File: src/rtl/gray_cntr_monitor_pkg.sv
// Shared helpers for the Gray-count monitor: a width-generic Gray decode,
// a multi-bit-change test and the default reset value.
package gray_cntr_monitor_pkg;

    localparam int unsigned MaxWidth = 64;

    localparam logic [MaxWidth-1:0] DefaultInit = '0;

    // Zero-extended inputs decode correctly at any width <= MaxWidth, since the
    // running XOR of the upper zero bits stays zero.
    function automatic logic [MaxWidth-1:0] gray2bin(input logic [MaxWidth-1:0] g);
        logic [MaxWidth-1:0] b;
        logic                acc;
        acc = 1'b0;
        b   = '0;
        for (int i = int'(MaxWidth) - 1; i >= 0; i--) begin
            acc  = acc ^ g[i];
            b[i] = acc;
        end
        return b;
    endfunction

    // True when more than one bit is set (clearing the lowest set bit leaves a residue).
    function automatic logic hamming_gt1(input logic [MaxWidth-1:0] d);
        return (d & (d - MaxWidth'(1))) != '0;
    endfunction

endpackage

File: src/rtl/gray_cntr_monitor_gray_to_bin.sv
// Combinational Gray-to-binary decoder.
module gray_to_bin #(
    parameter int unsigned width = 2
) (
    input  logic [width-1:0] g,
    output logic [width-1:0] b
);

    logic acc;

    always_comb begin
        acc = 1'b0;
        b   = '0;
        for (int i = int'(width) - 1; i >= 0; i--) begin
            acc  = acc ^ g[i];
            b[i] = acc;
        end
    end

endmodule

File: src/rtl/gray_cntr_monitor.sv
// Samples a Gray-coded count, decodes it over two registered stages and reports
// the step count since the previous sample plus a sticky multi-bit-change error.
module gray_cntr_monitor
    import gray_cntr_monitor_pkg::*;
#(
    parameter int unsigned      width = 2,
    parameter logic [width-1:0] init  = DefaultInit[width-1:0]
) (
    input  logic             CLK,
    input  logic             RST,
    input  logic             EN,
    input  logic [width-1:0] G_IN,
    input  logic             CLR_ERR,
    output logic [width-1:0] B_OUT,
    output logic [width-1:0] DELTA,
    output logic             CHG,
    output logic             ERR
);

    if (width < 2 || width > MaxWidth) begin : g_width_check
        $error("gray_cntr_monitor: width must be in 2..%0d", MaxWidth);
    end

    localparam logic [width-1:0] InitBin = width'(gray2bin(MaxWidth'(init)));

    logic             v1_q;
    logic [width-1:0] g1_q;
    logic [width-1:0] g_prev_q;
    logic [width-1:0] b_prev_q;
    logic [width-1:0] b_out_q;
    logic [width-1:0] delta_q;
    logic             chg_q;
    logic             err_q;
    logic [width-1:0] b_new;
    logic             multi_bit;

    gray_to_bin #(
        .width (width)
    ) u_gray_to_bin (
        .g (g1_q),
        .b (b_new)
    );

    assign multi_bit = hamming_gt1(MaxWidth'(g1_q ^ g_prev_q));

    always_ff @(posedge CLK) begin
        if (!RST) begin
            v1_q     <= 1'b0;
            g1_q     <= init;
            g_prev_q <= init;
            b_prev_q <= InitBin;
            b_out_q  <= InitBin;
            delta_q  <= '0;
            chg_q    <= 1'b0;
            err_q    <= 1'b0;
        end else begin
            v1_q <= EN;
            if (EN) begin
                g1_q <= G_IN;
            end

            if (v1_q) begin
                delta_q  <= b_new - b_prev_q;
                chg_q    <= (g1_q != g_prev_q);
                b_out_q  <= b_new;
                g_prev_q <= g1_q;
                b_prev_q <= b_new;
            end else begin
                delta_q <= '0;
                chg_q   <= 1'b0;
            end

            // A fresh error outranks a clear request in the same cycle.
            if (v1_q && multi_bit) begin
                err_q <= 1'b1;
            end else if (CLR_ERR) begin
                err_q <= 1'b0;
            end
        end
    end

    assign B_OUT = b_out_q;
    assign DELTA = delta_q;
    assign CHG   = chg_q;
    assign ERR   = err_q;

endmodule
File: config.mk
export PLATFORM = sky130hd
export DESIGN_NAME = gray_cntr_monitor
export DESIGN_NICKNAME = d
export VERILOG_FILES = /design/src/rtl/gray_cntr_monitor_pkg.sv /design/src/rtl/gray_cntr_monitor_gray_to_bin.sv /design/src/rtl/gray_cntr_monitor.sv
export SDC_FILE = /design/constraint.sdc
export NUM_CORES = 1
export LEC_CHECK = 0
export ABC_AREA = 1
export CAP_MARGIN = 10
export CORE_AREA = 2 2 39 41
export DETAILED_ROUTE_END_ITERATION = 6
export DIE_AREA = 0 0 41 43
export HOLD_SLACK_MARGIN = 0.12
export PLACE_DENSITY = 0.58
export REMOVE_ABC_BUFFERS = 1
export SLEW_MARGIN = 20
export SYNTH_ARGS = -nofsm -noshare
export SYNTH_HDL_FRONTEND = slang
export SYNTH_SLANG_ARGS = --single-unit
File: constraint.sdc
create_clock -name CLK -period 1.1 [get_ports CLK]
set_input_delay 0.22 -clock CLK [delete_from_list [all_inputs] [get_ports CLK]]
set_output_delay 0.22 -clock CLK [all_outputs]
set_load 0.01 [all_outputs]
==> results.py <==
metrics = {
    "critical_path": {
        "crit_family": "simple AND/OR/NAND/NOR gates",
        "cpPeakStageDelay_ns": 0.33,
        "cpMostUsedCell": "inv_2",
        "critical_path_buf_inv_count": 2,
        "crit_start": "g1_q[0]$_SDFFE_PN0P_",
        "r2r_slack_ns": 0.02,
        "worstRegToRegCells": 8,
        "crit_end": "DELTA[1]$_SDFF_PN0_",
        "path_cells": "inv_2 > nand2_2 > and2_4 > ha_4 > inv_2 > nand3_2 > nand2_1 > nor2_1",
        "worst_ep_required_time_ns": 1.25,
        "crit_fanout": 3,
        "endpoint_kind": "register",
        "cp.arrival_ns": 1.23,
        "cp_slowest_cell": "dfxtp_2",
        "crit_type": "reg -> reg",
        "critPathLaunchType": "register",
        "cp_num_cells": 8,
        "reg2reg_from": "g1_q[0]$_SDFFE_PN0P_",
        "timing.rr.end": "DELTA[1]$_SDFF_PN0_",
    },
    "timing": {
        "finalHoldViolations": 0,
        "fmax_mhz": 927,
        "setup_violations": 0,
        "rsz0062_at_grt": "yes",
        "period_share": 0.981,
        "tightest_slew_ns": 0.270,
        "drv_slew": 0,
        "slew_headroom": 0.819,
        "period_needed_ns": 1.08,
        "skew_ns": 0.00115,
    },
    "global_route": {
        "grt_pass1_wl_um": 1340,
        "grt_pass1_vias": 350,
        "grt_antenna_before_repair": 0,
        "grt_overflow": 0,
        "grt_max_degree": 9,
        "grt_usage": 0.116,
    },
    "power": {
        "ir_drop_v": 0.000621,
        "p_leak_uw": 0.000310,
        "finalPower_uw": 790,
        "pwr_density_cell_nw_per_um2": 1220,
    },
    "route": {
        "wl_met1_um": 324,
        "wl_per_cell_um": 9.15,
        "wl_met3_um": 66,
        "via_per_inst": 4.45,
        "initialDrtViolationCount": 3,
        "ant_nets": 0,
        "wl_um": 833,
        "firstDrtPassIters": 2,
        "met2WireLength_um": 443,
        "route.detailed.drc": 0,
        "dr.max_layer_used": "met3",
        "num_vias": 405,
    },
    "worst_hold_path": {
        "hp-class": "reg -> reg",
    },
    "clock_tree": {
        "clockBufferDepth": 2,
        "path_clk_slew_ns": 0.06,
        "cts_buffers": 3,
        "clock_latency_ns": 0.26,
        "cts_tree": "done",
        "clock-sinks": 10,
        "cts-htree-levels": 1,
        "cts-root-buf": "clkbuf_4",
    },
    "synthesis": {
        "synthArstFlopShare": 0,
        "synth_top_cells_by_count": "dfxtp_1 (10), nand2_1 (9), inv_1 (7)",
        "synth_area_per_cell_um2": 7.80,
        "synth_area_leaders": "dfxtp_1 (47%), nand2_1 (7.9%), inv_1 (6.1%)",
        "synth_largest_area_cell": "dfxtp_1",
        "yosysWarnings": 0,
        "yosysSeqAreaShare": 0.466,
        "synth_most_common_cell": "dfxtp_1",
        "syn-instance-count": 55,
        "post_synth_num_cell_types": 17,
        "synth_edf_count": 0,
        "synth_ff_type": "dfxtp_1",
        "synth_area_um2": 429,
        "synth_top_cell_area_share": 0.466,
        "ys_seq_elements": 10,
    },
    "die": {
        "dieArea_um2": 1760,
        "io_pins": 12,
        "core_um2": 1380,
        "die_h_um": 43,
        "die_w_um": 41,
        "start_util": 0.310,
        "num_rows": 14,
    },
    "place": {
        "place.port_buffers": 11,
        "gp_congestion": 0.653,
        "hpwl_um": 586,
        "place_inst": 87,
    },
    "run_status": {
        "status": "finished, final reports clean",
    },
    "finish": {
        "instances_no_fill": 91,
        "nets": 84,
        "layout-drive-gt1-share": 0.360,
        "n_fill_cell": 155,
        "n_antenna_cell": 0,
        "area_growth_pct": 50.7,
    },
    "flow_run": {
        "maxCapViolations": 0,
    },
}
-- how the worst min path moves through the flow --
stage | startpoint | to | slack [ns] | depth (start not counted)
6_report | ERR$_SDFFE_PN0P_ | ERR$_SDFFE_PN0P_ | 0.48 | 2
3_3_place_gp | ERR$_SDFFE_PN0P_ | ERR$_SDFFE_PN0P_ | 0.48 | 2
5_1_grt | ERR$_SDFFE_PN0P_ | ERR$_SDFFE_PN0P_ | 0.53 | 2
3_5_place_dp | ERR$_SDFFE_PN0P_ | ERR$_SDFFE_PN0P_ | 0.48 | 2
2_1_floorplan | EN | v1_q$_SDFF_PN0_ | 0.31 | 2
4_1_cts | ERR$_SDFFE_PN0P_ | ERR$_SDFFE_PN0P_ | 0.49 | 2
-- worst min-delay path, stage by stage, from the launching register on --
cell and delay [ns]:
dfxtp_1 0.31, nand3b_1 0.09, nand2_2 0.05
-- per-layer routing --
metal,GRT usage,vias up
met4,0.0200,0
met3,0.0942,0
met2,0.169,13
met5,0,-
li1,-,214
met1,0.130,178
-- registers in the layout, indices dropped and copies added, names as in the netlist --
signal and cells:
DELTA 2, g1_q 2, g_prev_q 2, B_OUT 1
CHG 1, ERR 1, v1_q 1
-- power breakdown --
group	internal [uW]	switching [uW]	total, uW
sequential	383	14.0	397
clock	126	109	234
combinational	86.7	72.5	159
total	595	195	790
-- kinds of logic (layout without fill, tap and decap cells) --
family | count (synthesis) | after routing | synth area share
flip-flops | 10 | 10 | 0.466
adder cells (fa/ha/maj) | 1 | 1 | 0.0291
buffers and inverters | 10 | 30 | 0.0962
AO/OA/AOI/OAI | 9 | 9 | 0.111
AND/OR/NAND/NOR | 25 | 25 | 0.297
-- what timing repair did --
item | in CTS | in global routing
gates resized for setup | 9 | 12
gates cloned | 0 | 0
hold buffers | 0 | 0
setup endpoints to repair | 7 | 5
pin swaps | 0 | 4
setup buffers | 0 | 1
-- cells in the final DEF (no fill, tap or decap) --
cell type	instances
nor2_4	1
clkbuf_4	3
buf_4	7
and2_4	1
inv_2	3
dfxtp_2	2
nand2_1	7
ha_4	1
clkinv_1	1
o21ai_0	4
clkdlybuf4s50_1	5
nand2_2	6
o21a_1	1
clkdlybuf4s15_1	3
nand3b_1	1
dlygate4sd2_1	2
inv_1	5
nand3_2	2
nand3_1	2
a21oi_1	4
nor2_1	5
dfxtp_1	8
clkbuf_2	1
-- per-stage QoR --
step	hold WS, ns	cell area, um^2	TNS, ns	setup slack [ns]	util
finish	0.484	647	0	0.0214	0.467
global route	0.532	647	-0.0279	-0.0279	0.467
CTS	0.487	617	0	0.00430	0.446
detailed placement	0.481	597	-0.710	-0.148	0.431
global placement	0.478	597	-0.498	-0.117	0.431
floorplan	0.313	422	0	0.0131	-
-- layout make-up --
cell class / instances / area (um^2) / share of cell area
Inverter: 9 / 33.8 / 0.0522
Tap cell: 16 / 20.0 / 0.0309
Clock buffer: 3 / 22.5 / 0.0348
Sequential cell: 10 / 203 / 0.313
Timing Repair Buffer: 18 / 155 / 0.240
Multi-Input combinational cell: 35 / 213 / 0.329
Power figures use the tool's default switching activity.
